`src/rtl/temp_log_buffer_pkg.sv`:
```
// Shared field widths and statistic reset values for the temperature log.
package temp_log_buffer_pkg;

    localparam int TEMP_W  = 8;
    localparam int HOUR_W  = 5;
    localparam int MIN_W   = 6;
    localparam int ENTRY_W = HOUR_W + MIN_W + TEMP_W;

    localparam logic [TEMP_W-1:0] MIN_INIT = 8'hFF;
    localparam logic [TEMP_W-1:0] MAX_INIT = 8'h00;

    typedef struct packed {
        logic [HOUR_W-1:0] hours;
        logic [MIN_W-1:0]  minutes;
        logic [TEMP_W-1:0] temp;
    } entry_t;

endpackage

```
`src/rtl/temp_log_buffer_log_ram.sv`:
```
// DEPTH x ENTRY_W register array: synchronous write, registered synchronous read.
module temp_log_buffer_log_ram
    import temp_log_buffer_pkg::*;
#(
    parameter int DEPTH = 16,
    parameter int AW    = 4
) (
    input  logic               clk,
    input  logic               reset,
    input  logic               we,
    input  logic [AW-1:0]      waddr,
    input  logic [ENTRY_W-1:0] wdata,
    input  logic               re,
    input  logic [AW-1:0]      raddr,
    output logic [ENTRY_W-1:0] rdata
);

    logic [ENTRY_W-1:0] mem [DEPTH];

    always_ff @(posedge clk) begin
        if (we) begin
            mem[waddr] <= wdata;
        end
    end

    // Only the read register is reset; it holds its value between pops.
    always_ff @(posedge clk or posedge reset) begin
        if (reset) begin
            rdata <= '0;
        end else if (re) begin
            rdata <= mem[raddr];
        end
    end

endmodule

```
`src/rtl/temp_log_buffer.sv`:
```
// Circular timestamped temperature log with pop read port and running min/max.
module temp_log_buffer
    import temp_log_buffer_pkg::*;
#(
    parameter int DEPTH = 16,
    parameter int AW    = 4
) (
    input  logic               clk,
    input  logic               reset,
    input  logic [TEMP_W-1:0]  rx_data,
    input  logic               rx_valid,
    input  logic [HOUR_W-1:0]  hours,
    input  logic [MIN_W-1:0]   minutes,
    input  logic               rd_req,
    output logic [ENTRY_W-1:0] rd_data,
    output logic               rd_valid,
    output logic [AW:0]        count,
    output logic               empty,
    output logic               full,
    output logic               overflow,
    input  logic               clr_stats,
    output logic [TEMP_W-1:0]  min_temp,
    output logic [TEMP_W-1:0]  max_temp
);

    localparam logic [AW:0] FULL_CNT = (AW+1)'(DEPTH);

    function automatic logic [TEMP_W-1:0] umin(input logic [TEMP_W-1:0] a,
                                               input logic [TEMP_W-1:0] b);
        return (a < b) ? a : b;
    endfunction

    function automatic logic [TEMP_W-1:0] umax(input logic [TEMP_W-1:0] a,
                                               input logic [TEMP_W-1:0] b);
        return (a > b) ? a : b;
    endfunction

    logic [AW-1:0] wr_ptr, rd_ptr;
    logic          do_wr, do_pop, overwrite;
    entry_t        wr_entry;

    assign empty     = (count == '0);
    assign full      = (count == FULL_CNT);
    assign do_wr     = rx_valid;
    assign do_pop    = rd_req && !empty;
    // A full write without a pop drops the oldest entry.
    assign overwrite = do_wr && full && !do_pop;

    assign wr_entry.hours   = hours;
    assign wr_entry.minutes = minutes;
    assign wr_entry.temp    = rx_data;

    temp_log_buffer_log_ram #(
        .DEPTH (DEPTH),
        .AW    (AW)
    ) u_ram (
        .clk   (clk),
        .reset (reset),
        .we    (do_wr),
        .waddr (wr_ptr),
        .wdata (wr_entry),
        .re    (do_pop),
        .raddr (rd_ptr),
        .rdata (rd_data)
    );

    always_ff @(posedge clk or posedge reset) begin
        if (reset) begin
            wr_ptr   <= '0;
            rd_ptr   <= '0;
            count    <= '0;
            rd_valid <= 1'b0;
        end else begin
            rd_valid <= do_pop;
            if (do_wr) begin
                wr_ptr <= wr_ptr + 1'b1;
            end
            if (do_pop || overwrite) begin
                rd_ptr <= rd_ptr + 1'b1;
            end
            if (do_wr && !do_pop && !full) begin
                count <= count + 1'b1;
            end else if (do_pop && !do_wr) begin
                count <= count - 1'b1;
            end
        end
    end

    // A clear coinciding with a write reloads the stats from that sample.
    always_ff @(posedge clk or posedge reset) begin
        if (reset) begin
            min_temp <= MIN_INIT;
            max_temp <= MAX_INIT;
            overflow <= 1'b0;
        end else if (clr_stats) begin
            min_temp <= do_wr ? rx_data : MIN_INIT;
            max_temp <= do_wr ? rx_data : MAX_INIT;
            overflow <= overwrite;
        end else begin
            if (do_wr) begin
                min_temp <= umin(min_temp, rx_data);
                max_temp <= umax(max_temp, rx_data);
            end
            if (overwrite) begin
                overflow <= 1'b1;
            end
        end
    end

endmodule

```
`config.mk`:
```
export PLATFORM = sky130hd
export DESIGN_NAME = temp_log_buffer
export DESIGN_NICKNAME = d
export VERILOG_FILES = /design/src/rtl/temp_log_buffer_pkg.sv /design/src/rtl/temp_log_buffer_log_ram.sv /design/src/rtl/temp_log_buffer.sv
export SDC_FILE = /design/constraint.sdc
export NUM_CORES = 1
export LEC_CHECK = 0
export BUFFER_PORTS_ARGS = -buffer_cell sky130_fd_sc_hd__buf_2
export CORE_UTILIZATION = 50
export DETAILED_ROUTE_END_ITERATION = 8
export PLACE_DENSITY_LB_ADDON = 0.12
export SKIP_CTS_REPAIR_TIMING = 1
export SLEW_MARGIN = 0
export SYNTH_ARGS = -nofsm -noshare
export SYNTH_HDL_FRONTEND = slang
export SYNTH_SLANG_ARGS = --single-unit
export TNS_END_PERCENT = 100
```
`constraint.sdc`:
```
create_clock -name clk -period 6.6 [get_ports clk]
set_input_delay 1.32 -clock clk [delete_from_list [all_inputs] [get_ports clk]]
set_output_delay 1.32 -clock clk [all_outputs]
set_load 0.05 [all_outputs]
```
[After elaboration in Yosys (flattened, before gate mapping)]
Memories as Yosys holds them, arrays and structs flattened. A register that Yosys moved wholly into a read port is not among the register bits.
Index checks and enable logic that the tools add are counted.
Storage, ports and cells
  bits in registers: 31
  latch bits: 0
  RAM bits: 304
  ROM bits: 0
  input port bits: 24
  word-level logic and storage cells: 48
  memories: 1
Memory list
  u_ram.mem: words 16, bits a word 19, rd ports 1, clocked after Yosys merged registers in 1, wr ports 1, RTL line temp_log_buffer_log_ram.sv:18  | logic [ENTRY_W-1:0] mem [DEPTH];
Operators by class
  $add $sub $neg: 4
  multipliers: 0
  divide/modulo/power cells: 0
  magnitude comparators: 2
  eq/ne operators: 3
  shift operators: 0
  muxes and demuxes: 14
  bitwise logic cells: 0
  reduce and logical (&&, ||, !) cells: 17
Operator list (number)
  $mux W8: 8
  $mux W5: 2
  $add A4 B1 Y4 const B: 2
  $gt A8 B8 Y1: 1
  $lt A8 B8 Y1: 1
  $logic_and A1 B1 Y1: 6
  $reduce_bool A2 Y1: 3
  $add A5 B1 Y5 const B: 1
  $eq A5 B5 Y1 const B: 1
  $logic_not A5 Y1: 1
  $sub A5 B1 Y5 const B: 1
  $logic_not A1 Y1: 4
  $mux W1: 4
  $ne A2 B2 Y1 const B: 2
  $reduce_and A2 Y1: 2
  $logic_or A1 B1 Y1: 1

[Depth between registers and ports, before layout]
  depth in word-level cells: 7
  depth in mapped cells: 9

[By module]
Synthesis repeated with hierarchy kept, for this count alone.
Second synthesis, totals
  cell total of the unflattened synthesis: 685
  area total of the unflattened synthesis: 14072.2 um2
By module, submodules not included
  temp_log_buffer_log_ram: instances 1, cells each 531, area an instance 12309.3 um2
  temp_log_buffer: instances 1, cells each 154, area an instance 1762.9 um2

[Least setup slack after synthesis]
OpenSTA, ideal clock, no wires.
  path type: register to output
  start: register count[0]
  end: output port empty
  arrival time: 1.927 ns
  data required time: 5.280 ns
  path slack: 3.353 ns
  cell stages (with the launch flop): 3
  cells stage by stage: dfrtp_1 or4_4 nor2_1
Between the ends
  word-level cells in the longest chain between the ends: 1
RTL lines
  start, declared: RTL line temp_log_buffer.sv:17  | output logic [AW:0] count,
  start signal, assigned: RTL line temp_log_buffer.sv:82  | count <= count + 1'b1;
  start signal, assigned: RTL line temp_log_buffer.sv:84  | count <= count - 1'b1;
  $logic_not A5 Y1: RTL line temp_log_buffer.sv:42  | assign empty = (count == '0);
  end, declared: RTL line temp_log_buffer.sv:18  | output logic empty,
Every way passes these cells.

[Final worst setup path]
  start: register count[0]
  end: output port full
Between the ends
  word-level cells in the longest chain between the ends: 1
RTL lines
  $eq A5 B5 Y1: RTL line temp_log_buffer.sv:43  | assign full = (count == FULL_CNT);
  end, declared: RTL line temp_log_buffer.sv:19  | output logic full,
Every way passes these cells.

==> impl_results.md <==
* Worst setup slack after placement at 2760 ps
* Flip-flop cell with the highest count after synthesis: sky130_fd_sc_hd__edfxtp_1
* Setup TNS at 0 ps
* Horizontal die dimension at 171 um
* Clock Tree Buf Depth at 3
* EDFF count, synth at 304
* Sort of element at the start of the critical path: flip-flop
* Height of the die at 171 um
* Final-report max-slew violation count at 0
* Standard-cell row count at 61
* Number of buffer and inverter stages on the critical path at 2
* Placed wire-length estimate at 17000 um
* Arr. time, crit path at 2090 ps
* Number of antenna repair diodes at 0
* TritonCTS buffer count at 36
* Vias post-DR at 6949
* Number of cells produced by synthesis at 708
* Largest delay contributor family on the critical path: simple AND/OR/NAND/NOR gates
* Flop and latch count out of synthesis at 354
* Slowest CP cell: sky130_fd_sc_hd__nor4_1
* Chain of cells forming the critical path: nor4_1 -> nand2_1 -> inv_1 -> buf_2
* Maximum operating frequency at 293 MHz
* Post-layout minimum cycle time at 3410 ps
* Largest net degree at the start of global routing at 79
* Hold Worst Slack at 532 ps
* Largest stage delay, worst path at 590 ps
* Number of buffers inserted by port buffering at 67
* Clock insertion delay at the later pin of the skew report at 510 ps
* Synth Cell Area at 14300 um^2
* Crit Path Class: flip-flop to primary output
* Outcome: complete, no violations
* Remaining design rule violation count at 0
* Synthesized area per cell at 20.2 um^2
* Transition time at the pin with the least slew margin at 1190 ps
* Final Routed Wirelength at 28300 um
* Initial DRC Count at 548
* Share of synthesized flip-flops with an asynchronous set or reset at 14.1%
* Number of nets in the layout at 832
* Routability cong. at 0.797
* Core ar. at 27900 um^2
* All-Layer GR Usage at 20.5%
* Final Cycle Share at 51.7%
* Worst ir drop on vdd at 0.000328 V
* Number of different library cells in the post-synthesis netlist at 53
* Placed Cells incl. Taps at 1124
* Sum of overflow across all layers after global routing at 0
* Global-route wire length before repair at 43600 um
* Area growth from synthesis to layout at 12.4%
* PD cells at 445 nW/um^2
* Relative slew margins at 20.5%
* Number of antenna-violating nets in the routed design at 0
* Clock tree from TritonCTS: yes
* Number of nets in the synthesized netlist at 756
* Area of the die at 29200 um^2
* Worst path required time at 5280 ps
* Class of the tightest hold or removal check: flip-flop to flip-flop
* Antenna violations before repair at 0
* Proportion of synthesized chip area in sequential cells at 72.8%
* Vias in the first global route at 7252
* Total iterations of the first detailed-routing run at 5
* Worst-path clk slew at 60 ps
* Filler instances at 2142
* Number of warning messages in the yosys log at 0
* Worst-case clock skew at 13.3 ps
* Maxcap violations at 0
* Clk Tree Root Cell: sky130_fd_sc_hd__clkbuf_16
* Smallest setup slack after layout at 3190 ps
* Share of cells above drive strength 1 at 31.7%
* Wire length per cell after detailed routing at 23.8 um
* IO Pins at 68
* Routed vias/inst at 5.84
* CTS Sinks at 354
* Initial core utilization at 51.1%
* Power Total at 7.13 mW
* Final Non-Filler Cells at 1189
* Kind of end point of the critical path: primary output
* Leakage Power at 5.39 nW
* Total count of hold-check failures in the final report at 0
* Clock H-tree levels at 2
* Total setup violations reported at the end of the flow at 0
* RSZ-0062 raised after global routing: false
* Crit path max fanout at 6
## worst reg2reg max path: cells and delay by family (launching register included)
kind                   cells  cell delay, ps
muxes                      2             970
DFF                        1             890
AOI/OAI and AO/OA          2             220
buffers and inverters      1             820
## routing by layer
layer	vias up	track usage [%]	routed length, um
met4	0	5.32	466
met3	36	3.12	1350
li1	3053	-	-
met1	3684	29.2	12400
met5	-	0	0
met2	176	33.3	14100
## worst paths after layout
kind / from / endpoint / slack (ps) / depth (start not counted)
max in group asynchronous: reset / rd_ptr[0]$_DFFE_PP0P_ / 5060 / 3
min in group asynchronous: reset / overflow$_DFFE_PP0P_ / 1010 / 3
worst max-delay path: count[0]$_DFFE_PP0P_ / full / 3190 / 4
worst min-delay path: rd_ptr[1]$_DFFE_PP0P_ / rd_ptr[1]$_DFFE_PP0P_ / 530 / 1
worst max register to register: rd_ptr[0]$_DFFE_PP0P_ / u_ram.rdata[1]$_DFFE_PP0P_ / 3550 / 5
worst min register to register: rd_ptr[1]$_DFFE_PP0P_ / rd_ptr[1]$_DFFE_PP0P_ / 530 / 1
## logic make-up (layout without fill, tap and decap cells)
group                    count (synthesis)  after routing  synth area share, %
flip-flops                             354            354                 72.8
XOR/XNOR                                 9              9                0.552
AO/OA/AOI/OAI                          104            104                 5.70
multiplexers                            99             99                 13.9
AND/OR/NAND/NOR                         68             68                 2.80
adder cells (fa/ha/maj)                 24             24                 2.16
buffers and inverters                   50            153                 2.12
## synthesized netlist by cell type, types with 2 or more instances
cell / n / share of area, %
sky130_fd_sc_hd__edfxtp_1: 304 / 64
sky130_fd_sc_hd__mux4_2: 76 / 12
sky130_fd_sc_hd__dfrtp_1: 42 / 7.4
sky130_fd_sc_hd__ha_1: 23 / 2.0
sky130_fd_sc_hd__mux2_2: 20 / 1.6
sky130_fd_sc_hd__nor2b_1: 19 / 0.83
sky130_fd_sc_hd__o22ai_1: 19 / 0.83
sky130_fd_sc_hd__a21oi_1: 18 / 0.63
sky130_fd_sc_hd__and2_1: 16 / 0.70
sky130_fd_sc_hd__inv_1: 15 / 0.39
sky130_fd_sc_hd__buf_6: 11 / 0.87
sky130_fd_sc_hd__a211oi_1: 10 / 0.53
sky130_fd_sc_hd__a21oi_2: 10 / 0.61
sky130_fd_sc_hd__clkbuf_1: 10 / 0.26
sky130_fd_sc_hd__nand2_1: 10 / 0.26
sky130_fd_sc_hd__a211oi_2: 9 / 0.79
sky130_fd_sc_hd__a32o_1: 8 / 0.56
sky130_fd_sc_hd__dfstp_2: 8 / 1.5
sky130_fd_sc_hd__nor2_1: 8 / 0.21
sky130_fd_sc_hd__o22a_1: 8 / 0.49
sky130_fd_sc_hd__buf_2: 6 / 0.21
sky130_fd_sc_hd__o21ai_0: 6 / 0.21
sky130_fd_sc_hd__buf_1: 5 / 0.13
sky130_fd_sc_hd__xnor2_1: 5 / 0.31
sky130_fd_sc_hd__xor2_1: 4 / 0.25
sky130_fd_sc_hd__a21o_1: 3 / 0.16
sky130_fd_sc_hd__mux2_4: 3 / 0.32
sky130_fd_sc_hd__nand2b_1: 2 / 0.088
sky130_fd_sc_hd__nand3_1: 2 / 0.070
sky130_fd_sc_hd__nand4_1: 2 / 0.088
sky130_fd_sc_hd__nor3_1: 2 / 0.070
sky130_fd_sc_hd__nor3b_1: 2 / 0.11
sky130_fd_sc_hd__o211ai_1: 2 / 0.11
## cells in the final DEF, fill, tap and decap left out, types with 18 or more instances in the layout
master	n
sky130_fd_sc_hd__a21oi_1	18
sky130_fd_sc_hd__edfxtp_1	304
sky130_fd_sc_hd__nor2b_1	19
sky130_fd_sc_hd__o22ai_1	19
sky130_fd_sc_hd__clkbuf_16	37
sky130_fd_sc_hd__buf_2	67
sky130_fd_sc_hd__dfrtp_1	39
sky130_fd_sc_hd__mux2_2	20
sky130_fd_sc_hd__mux4_2	76
sky130_fd_sc_hd__ha_1	23
## power breakdown
group / leakage [nW] / switching (mW) / total, mW / internal, mW
Clock: 0.558 / 0.796 / 1.97 / 1.18
Sequential: 3.32 / 0.203 / 2.96 / 2.76
Combinational: 1.51 / 1.29 / 2.20 / 0.909
Total: 5.39 / 2.29 / 7.13 / 4.84
## layout make-up
cell class | count | area (um^2) | share of cell area, %
sequential | 354 | 10400 | 64.8
tap | 378 | 473 | 2.95
clock inverter | 13 | 146 | 0.913
timing repair buffer | 72 | 373 | 2.33
clock buffer | 52 | 1000 | 6.25
multi-input combinational | 304 | 3580 | 22.3
inverter | 16 | 65.1 | 0.406
## registers in the layout (all words and copies together) (netlist names)
signal / flops
u_ram.mem: 304
max_temp: 8
wr_ptr: 4
rd_ptr: 4
count: 5
overflow: 1
rd_valid: 1
u_ram.rdata: 19
min_temp: 8
## through the flow
stage	area, um^2	util, %
after floorplan	14300	-
after global placement	14900	53.3
after detailed placement	14900	53.3
after CTS	16000	57.4
after global routing	16000	57.4
final	16000	57.4
No activity file was read; power rests on OpenSTA's default activity.
